File: src/rtl/rs_pkg.sv
// rtl/rs_pkg.sv - shared types, reset value and default parameters for the reservation station
package rs_pkg;

  localparam int RS_NUM_ENTRIES  = 8;
  localparam int RS_NUM_CDB      = 2;
  localparam int RS_NUM_FU_TYPES = 4;
  localparam int RS_T_W          = 6;
  localparam int RS_FU_W         = $clog2(RS_NUM_FU_TYPES);

  // Functional-unit classes; one issue port each.
  typedef enum logic [RS_FU_W-1:0] {
    FU_ALU = 2'd0,
    FU_MUL = 2'd1,
    FU_MEM = 2'd2,
    FU_BR  = 2'd3
  } FU_t;

  // Source operand tag: ready flag plus physical register index.
  typedef struct packed {
    logic              ready;
    logic [RS_T_W-1:0] idx;
  } T_t;

  // One reservation-station slot.
  typedef struct packed {
    logic              busy;
    FU_t               fu;
    logic [RS_T_W-1:0] T;
    T_t                T1;
    T_t                T2;
  } RS_ENTRY_t;

  // Value every slot takes on reset.
  localparam RS_ENTRY_t RS_RESET = '{
    busy: 1'b0,
    fu:   FU_ALU,
    T:    '0,
    T1:   '{ready: 1'b0, idx: '0},
    T2:   '{ready: 1'b0, idx: '0}
  };

endpackage

File: src/rtl/rs_age_select.sv
// rtl/rs_age_select.sv - one-hot grant of the oldest requesting entry using an age matrix
module rs_age_select #(
  parameter int NUM_ENTRIES = 8
) (
  input  logic [NUM_ENTRIES-1:0]             req,
  input  logic [NUM_ENTRIES*NUM_ENTRIES-1:0] age,
  output logic [NUM_ENTRIES-1:0]             grant
);

  // An entry wins when no other requester is older than it (age[j*N+i] = j older than i).
  always_comb begin
    grant = '0;
    for (int i = 0; i < NUM_ENTRIES; i++) begin
      grant[i] = req[i];
      for (int j = 0; j < NUM_ENTRIES; j++) begin
        if ((j != i) && req[j] && age[j*NUM_ENTRIES + i]) begin
          grant[i] = 1'b0;
        end
      end
    end
  end

endmodule

File: src/rtl/rs_multi_issue.sv
// rtl/rs_multi_issue.sv - multi-issue reservation station with CDB wakeup, age-ordered select and flush
module rs_multi_issue
  import rs_pkg::*;
#(
  parameter int NUM_ENTRIES  = RS_NUM_ENTRIES,
  parameter int NUM_CDB      = RS_NUM_CDB,
  parameter int NUM_FU_TYPES = RS_NUM_FU_TYPES,
  parameter int T_W          = RS_T_W
) (
  input  logic                               clock,
  input  logic                               reset,
  input  logic                               en,
  input  logic                               flush,
  input  logic                               dispatch_en,
  input  logic [$clog2(NUM_FU_TYPES)-1:0]    dispatch_fu,
  input  logic [T_W-1:0]                     dispatch_T,
  input  logic [T_W:0]                       dispatch_T1,
  input  logic [T_W:0]                       dispatch_T2,
  input  logic [NUM_CDB-1:0]                 cdb_valid,
  input  logic [NUM_CDB*T_W-1:0]             cdb_T,
  input  logic [NUM_FU_TYPES-1:0]            fu_ready,
  output logic [NUM_FU_TYPES-1:0]            issue_valid,
  output logic [NUM_FU_TYPES*T_W-1:0]        issue_T,
  output logic [NUM_FU_TYPES*T_W-1:0]        issue_T1,
  output logic [NUM_FU_TYPES*T_W-1:0]        issue_T2,
  output logic                               full,
  output logic [$clog2(NUM_ENTRIES+1)-1:0]   free_count
);

  localparam int FW = $clog2(NUM_FU_TYPES);
  localparam int IW = $clog2(NUM_ENTRIES);
  localparam int CW = $clog2(NUM_ENTRIES+1);

  // Entry storage, one field per array so every width follows the parameters.
  logic [NUM_ENTRIES-1:0] busy_q;
  logic [FW-1:0]          fu_q     [NUM_ENTRIES];
  logic [T_W-1:0]         tag_q    [NUM_ENTRIES];
  logic [NUM_ENTRIES-1:0] t1_rdy_q;
  logic [NUM_ENTRIES-1:0] t2_rdy_q;
  logic [T_W-1:0]         t1_idx_q [NUM_ENTRIES];
  logic [T_W-1:0]         t2_idx_q [NUM_ENTRIES];
  // age_q[i*N+j] = 1 means entry i is older than entry j.
  logic [NUM_ENTRIES*NUM_ENTRIES-1:0] age_q;

  logic [NUM_ENTRIES-1:0] t1_woken;
  logic [NUM_ENTRIES-1:0] t2_woken;
  logic [NUM_ENTRIES-1:0] entry_ready;
  logic [NUM_ENTRIES-1:0] issued;
  logic [NUM_FU_TYPES-1:0][NUM_ENTRIES-1:0] grant_all;
  logic [IW-1:0]          slot;
  logic [CW-1:0]          free_cnt;
  logic                   dispatch_ok;
  logic                   d_t1_rdy;
  logic                   d_t2_rdy;

  function automatic logic cdb_hit(
    input logic [T_W-1:0]         idx,
    input logic [NUM_CDB-1:0]     v,
    input logic [NUM_CDB*T_W-1:0] t
  );
    logic hit;
    hit = 1'b0;
    for (int p = 0; p < NUM_CDB; p++) begin
      if (v[p] && (t[p*T_W +: T_W] == idx)) hit = 1'b1;
    end
    return hit;
  endfunction

  // Operands count as woken when already ready or matched by a broadcast this cycle.
  always_comb begin
    t1_woken = t1_rdy_q;
    t2_woken = t2_rdy_q;
    for (int i = 0; i < NUM_ENTRIES; i++) begin
      if (cdb_hit(t1_idx_q[i], cdb_valid, cdb_T)) t1_woken[i] = 1'b1;
      if (cdb_hit(t2_idx_q[i], cdb_valid, cdb_T)) t2_woken[i] = 1'b1;
    end
    entry_ready = busy_q & t1_woken & t2_woken;
  end

  genvar f;
  generate
    for (f = 0; f < NUM_FU_TYPES; f++) begin : g_fu
      logic [NUM_ENTRIES-1:0] req;
      logic [NUM_ENTRIES-1:0] grant;
      logic [T_W-1:0]         sel_t;
      logic [T_W-1:0]         sel_t1;
      logic [T_W-1:0]         sel_t2;

      // Ready entries belonging to this FU class.
      always_comb begin
        req = '0;
        for (int i = 0; i < NUM_ENTRIES; i++) begin
          req[i] = entry_ready[i] && (fu_q[i] == FW'(f));
        end
      end

      rs_age_select #(.NUM_ENTRIES(NUM_ENTRIES)) u_sel (
        .req   (req),
        .age   (age_q),
        .grant (grant)
      );

      // One-hot grant drives an AND-OR mux of the winning entry's tags.
      always_comb begin
        sel_t  = '0;
        sel_t1 = '0;
        sel_t2 = '0;
        for (int i = 0; i < NUM_ENTRIES; i++) begin
          if (grant[i]) begin
            sel_t  = sel_t  | tag_q[i];
            sel_t1 = sel_t1 | t1_idx_q[i];
            sel_t2 = sel_t2 | t2_idx_q[i];
          end
        end
      end

      assign issue_valid[f]            = (|grant) && fu_ready[f] && en && !flush;
      assign issue_T [f*T_W +: T_W]    = sel_t;
      assign issue_T1[f*T_W +: T_W]    = sel_t1;
      assign issue_T2[f*T_W +: T_W]    = sel_t2;
      assign grant_all[f]              = grant & {NUM_ENTRIES{issue_valid[f]}};
    end
  endgenerate

  // Entries actually leaving the station this cycle, across all FU classes.
  always_comb begin
    issued = '0;
    for (int k = 0; k < NUM_FU_TYPES; k++) issued = issued | grant_all[k];
  end

  // Lowest free slot and free count, both from registered occupancy only.
  always_comb begin
    slot     = '0;
    free_cnt = '0;
    for (int i = NUM_ENTRIES-1; i >= 0; i--) begin
      if (!busy_q[i]) slot = IW'(i);
    end
    for (int i = 0; i < NUM_ENTRIES; i++) begin
      free_cnt = free_cnt + CW'(!busy_q[i]);
    end
  end

  assign full        = &busy_q;
  assign free_count  = free_cnt;
  assign dispatch_ok = dispatch_en && en && !flush && !full;
  // Capture a broadcast that lands in the dispatch cycle so the wakeup is not lost.
  assign d_t1_rdy    = dispatch_T1[T_W] || cdb_hit(dispatch_T1[T_W-1:0], cdb_valid, cdb_T);
  assign d_t2_rdy    = dispatch_T2[T_W] || cdb_hit(dispatch_T2[T_W-1:0], cdb_valid, cdb_T);

  // Entry state: reset clears, flush empties, otherwise wakeup, retire issued entries, accept dispatch.
  always_ff @(posedge clock or negedge reset) begin
    if (!reset) begin
      busy_q   <= {NUM_ENTRIES{RS_RESET.busy}};
      t1_rdy_q <= {NUM_ENTRIES{RS_RESET.T1.ready}};
      t2_rdy_q <= {NUM_ENTRIES{RS_RESET.T2.ready}};
      age_q    <= '0;
      for (int i = 0; i < NUM_ENTRIES; i++) begin
        fu_q[i]     <= FW'(RS_RESET.fu);
        tag_q[i]    <= T_W'(RS_RESET.T);
        t1_idx_q[i] <= T_W'(RS_RESET.T1.idx);
        t2_idx_q[i] <= T_W'(RS_RESET.T2.idx);
      end
    end else if (flush) begin
      busy_q <= '0;
    end else if (en) begin
      t1_rdy_q <= t1_woken;
      t2_rdy_q <= t2_woken;
      busy_q   <= busy_q & ~issued;
      if (dispatch_ok) begin
        busy_q[slot]   <= 1'b1;
        fu_q[slot]     <= dispatch_fu;
        tag_q[slot]    <= dispatch_T;
        t1_rdy_q[slot] <= d_t1_rdy;
        t2_rdy_q[slot] <= d_t2_rdy;
        t1_idx_q[slot] <= dispatch_T1[T_W-1:0];
        t2_idx_q[slot] <= dispatch_T2[T_W-1:0];
        // New entry is younger than every entry currently occupied.
        for (int j = 0; j < NUM_ENTRIES; j++) begin
          age_q[int'(slot)*NUM_ENTRIES + j] <= 1'b0;
          age_q[j*NUM_ENTRIES + int'(slot)] <= busy_q[j] && (j != int'(slot));
        end
      end
    end
  end

endmodule

File: config.mk
export PLATFORM = sky130hd
export DESIGN_NAME = rs_multi_issue
export DESIGN_NICKNAME = d
export VERILOG_FILES = /design/src/rtl/rs_pkg.sv /design/src/rtl/rs_age_select.sv /design/src/rtl/rs_multi_issue.sv
export SDC_FILE = /design/constraint.sdc
export NUM_CORES = 1
export LEC_CHECK = 0
export BUFFER_PORTS_ARGS = -buffer_cell sky130_fd_sc_hd__buf_2
export CAP_MARGIN = 10
export CORE_MARGIN = 4
export CORE_UTILIZATION = 25
export CTS_CLUSTER_SIZE = 12
export DETAILED_ROUTE_END_ITERATION = 10
export SYNTH_ARGS = -nofsm -noshare
export SYNTH_HDL_FRONTEND = slang
export SYNTH_HIERARCHICAL = 1
export SYNTH_SLANG_ARGS = --single-unit
export TNS_END_PERCENT = 1
File: constraint.sdc
create_clock -name clock -period 3.9 [get_ports clock]
set_input_delay 0.585 -clock clock [delete_from_list [all_inputs] [get_ports clock]]
set_output_delay 0.585 -clock clock [all_outputs]
set_load 0.01 [all_outputs]
==> results by stage <==
Synthesis:
- The cell count after synthesis came out at 2108.
- The net count after synthesis is roughly 2200.
- The average instance in the mapped netlist occupies 8.454 sq um.
- For this run, the number of Yosys warnings is 6.
- The mapped netlist covers around 0.018 sq mm.

Clock network:
- The buffer depth of the longest clock path is 3.
- The clock-pin slew on the worst setup and hold paths is 0.06 ns.
- In this run, CTS created clock tree buffers numbering 29.
- The post-cts hold buffer count is 0.
- The CTS tree is yes.
- The depth of the CTS H-tree is 1.
- At the later pin of the worst-skew pair, clock insertion delay measures around 0.60 ns.
- The library cell used as clock root buffer is clkbuf_16.
- CTS saw 240 sinks.

Power:
- The total design power is 6.630 mW.
- The internal power is 4.740 mW.
- The power dissipated by switching net loads is approximately 1.9 mW.
- The share of total power dissipated in the clock network is 43.5%.
- Across the VDD grid, the largest voltage drop is 0.2943 mV.
- Combinational cells account for 14.3% of the total power.
- Power spread over the standard cell area amounts to 281.2 mW/mm^2.
- The share of total power dissipated in sequential elements is approximately 42%.
- The leakage dissipation is 10.23 nW.
- The switching share of power is 28.51%.

STA:
- After layout, the worst path uses 113.6% of the clock period.
- The time the worst path needs with I/O delays and setup is 4.430 ns.
- On the final layout, the worst hold slack is -0.005291 ns.
- Measured against its own limit, the worst slew margin works out to 26.96%.
- The final worst-path setup slack is -0.5297 ns.
- Setup violations remaining at the end of the flow were counted as 78.
- The number of pins with negative max-slew slack in the final report was 0.
- The count of endpoints failing hold in the final timing report came to 6.
- The clock arrives with ~0.033 ns of skew.
- Setup repair after global routing could not meet its margin everywhere.
- The maximum clock rate is 0.2257 GHz.
- The transition time of the tightest slew-check pin is 1.086 ns.

Critical path:
- The critical path in this run is classified as reg2out.
- STA classifies the critical path startpoint as a flip-flop.
- Along the worst path, the maximum fanout reaches 8.
- The critical path capture point type is an output port.
- Data on the critical path is required at its endpoint by around 3.3 ns.
- For the worst setup path, the data arrival time is around 3.8 ns.

Floorplanning:
- The vertical extent of the die is roughly 270 um.
- The effective utilization at floorplan is 25.32%.
- The cell row count is 97.
- The die covers 0.07562 sq mm.
- The die outline width is approximately 270 um.
- The core box area is 0.07039 sq mm.
- 126 I/O pins were placed.

Layout:
- Cells with a size suffix above 1 make up 34.09% of the layout.
- With fillers left out, the area of the finished cells amounts to 0.02358 sq mm.
- The layout has 7322 filler cells.
- Once layout is complete, the utilization of the core stands at between 30% and 40%.
- The post-layout net count is around 2400.
- Relative to the synthesized area, the layout overhead comes to 32.30%.

Route:
- In this run the remaining antenna-violating nets after routing total 0.
- Detailed routing inserted a total of 19374 vias.
- The number of iterations in the first detailed-routing pass is 7.
- For this run, design rule violations remaining after detail routing come to 0.
- The detailed router finished its first iteration with 3097 violations.
- In the final routed layout, each cell accounts on average for 27.39 um.
- The final layout contains routed wiring with a total length of 90820 um.
- Dividing the detail-routed via count by the number of cells gives 5.843.

Global routing:
- In the global route stage, overall resource usage came out at 23.13%.
- The aggregate global routing overflow is 0.
- Entering global routing, the biggest net connects ~80 pins.
- The via count of the first global-routing pass was 18589.
- The initial antenna violation count came to 7.
- The first-pass GRT wire length is 130700 um.

Placed design:
- The placer congestion estimate is 1.032.
- At the placement stage, the worst setup path has a slack of -0.7720 ns.
- The post-place instance area is between 0.02 and 0.025 sq mm.
- Summed over all nets, the half-perimeter wirelength after detailed placement is ~66000 um.
- The number of port buffers is 125.

Worst hold path:
- The path class of the lowest-slack min-delay path is in2async.

Flow run:
- The total of max-cap violations is 0.

Outcome:
- The final reports fail on negative hold slack, negative setup slack.
- The run finished, with violations left.
worst max-delay path: stages (launching register included):
cell	delay (ns)
dfrtp_2	0.45
buf_4	0.15
xor2_1	0.14
nor4_2	0.34
nor3_4	0.11
or2_4	0.29
buf_6	0.13
nor4b_2	0.24
buf_4	0.24
a22oi_2	0.07
and4_4	0.27
buf_12	0.15
buf_12	0.13
a22oi_2	0.16
nand4_1	0.18
buf_2	0.19
area by class of cell:
type                       count  area (sq um)  area share [%]
antenna                        3         7.507         0.03184
clock buffer                  39         813.3           3.449
clock inverter                12         173.9          0.7376
inverter                      14         55.05          0.2335
multi-input combinational   1560         11060           46.93
sequential                   240          6018           25.53
tap                          940          1176           4.988
timing repair buffer         508          4269           18.11
per-stage QoR:
step	cells	setup TNS (ns)
final	3316	-29.23
after global routing	3315	-36.54
after CTS	3309	-24.39
after detailed placement	3245	-51.62
after global placement	3245	-52.15
after floorplan	2108	0
power groups by stage:
stage / combinational [mW] / clock, mW / sequential (mW)
finish: 0.950 / 2.89 / 2.79
global route: 1.01 / 3.02 / 2.80
CTS: 0.916 / 2.91 / 2.78
detailed placement: 0.868 / 0 / 2.81
global placement: 0.863 / 0 / 2.81
floorplan: 0.569 / 0 / 2.71
flip-flops by register name (all words and copies together), names as in the netlist:
| signal | cells |
|---|---|
| t2_idx_q | 48 |
| busy_q | 8 |
| t2_rdy_q | 8 |
| t1_rdy_q | 8 |
| age_q | 56 |
| fu_q | 16 |
| tag_q | 48 |
| t1_idx_q | 48 |
path summary, 6_finish.rpt:
| kind | startpoint | endpoint | slack [ns] | cells past startpoint |
|---|---|---|---|---|
| setup / recovery | t2_idx_q[1]$_DFFE_PN0P_ | issue_T1[17] | -0.53 | 15 |
| hold / removal | reset | busy_q[7]$_DFFE_PN0P_ | -0.005 | 1 |
| setup reg to reg | t1_idx_q[23]$_DFFE_PN0P_ | busy_q[3]$_DFFE_PN0P_ | 0.07 | 17 |
| hold reg to reg | t1_rdy_q[5]$_DFFE_PN0P_ | t1_rdy_q[5]$_DFFE_PN0P_ | 0.50 | 2 |
| max in group asynchronous | reset | t1_idx_q[41]$_DFFE_PN0P_ | 2.96 | 2 |
| min in group clock | dispatch_T[2] | tag_q[20]$_DFFE_PN0P_ | 0.28 | 3 |
per-layer routing:
| metal | global-route usage, % | vias to the layer above | share of wire [%] |
|---|---|---|---|
| li1 | - | 8064 | - |
| met4 | 12.37 | 4 | 6.6 |
| met5 | 0 | - | 0.030 |
| met3 | 5.338 | 383 | 11 |
| met1 | 30.94 | 9358 | 40 |
| met2 | 34.63 | 1565 | 42 |
cells in the final DEF (no fill, tap or decap), drive strengths merged, types with 11 or more instances in the layout:
cell,instances
dfrtp,240
a22oi,323
and4,32
nor4,48
clkbuf,40
or3,11
a22o,35
mux2,41
inv,14
nor2,36
xnor2,109
nand4,113
nor3,17
a21oi,14
o21ai,36
xor2,108
nand2,489
nand3,30
a221oi,32
buf,507
timing repair:
| action | CTS | global route |
|---|---|---|
| setup endpoints to repair | 84 | 83 |
| gates resized for setup | 202 | 61 |
| endpoints found under the hold margin | 0 | 0 |
| buffers inserted | 19 | 4 |
| pin swaps | 95 | 40 |
No activity file was read; power rests on OpenSTA's default activity.
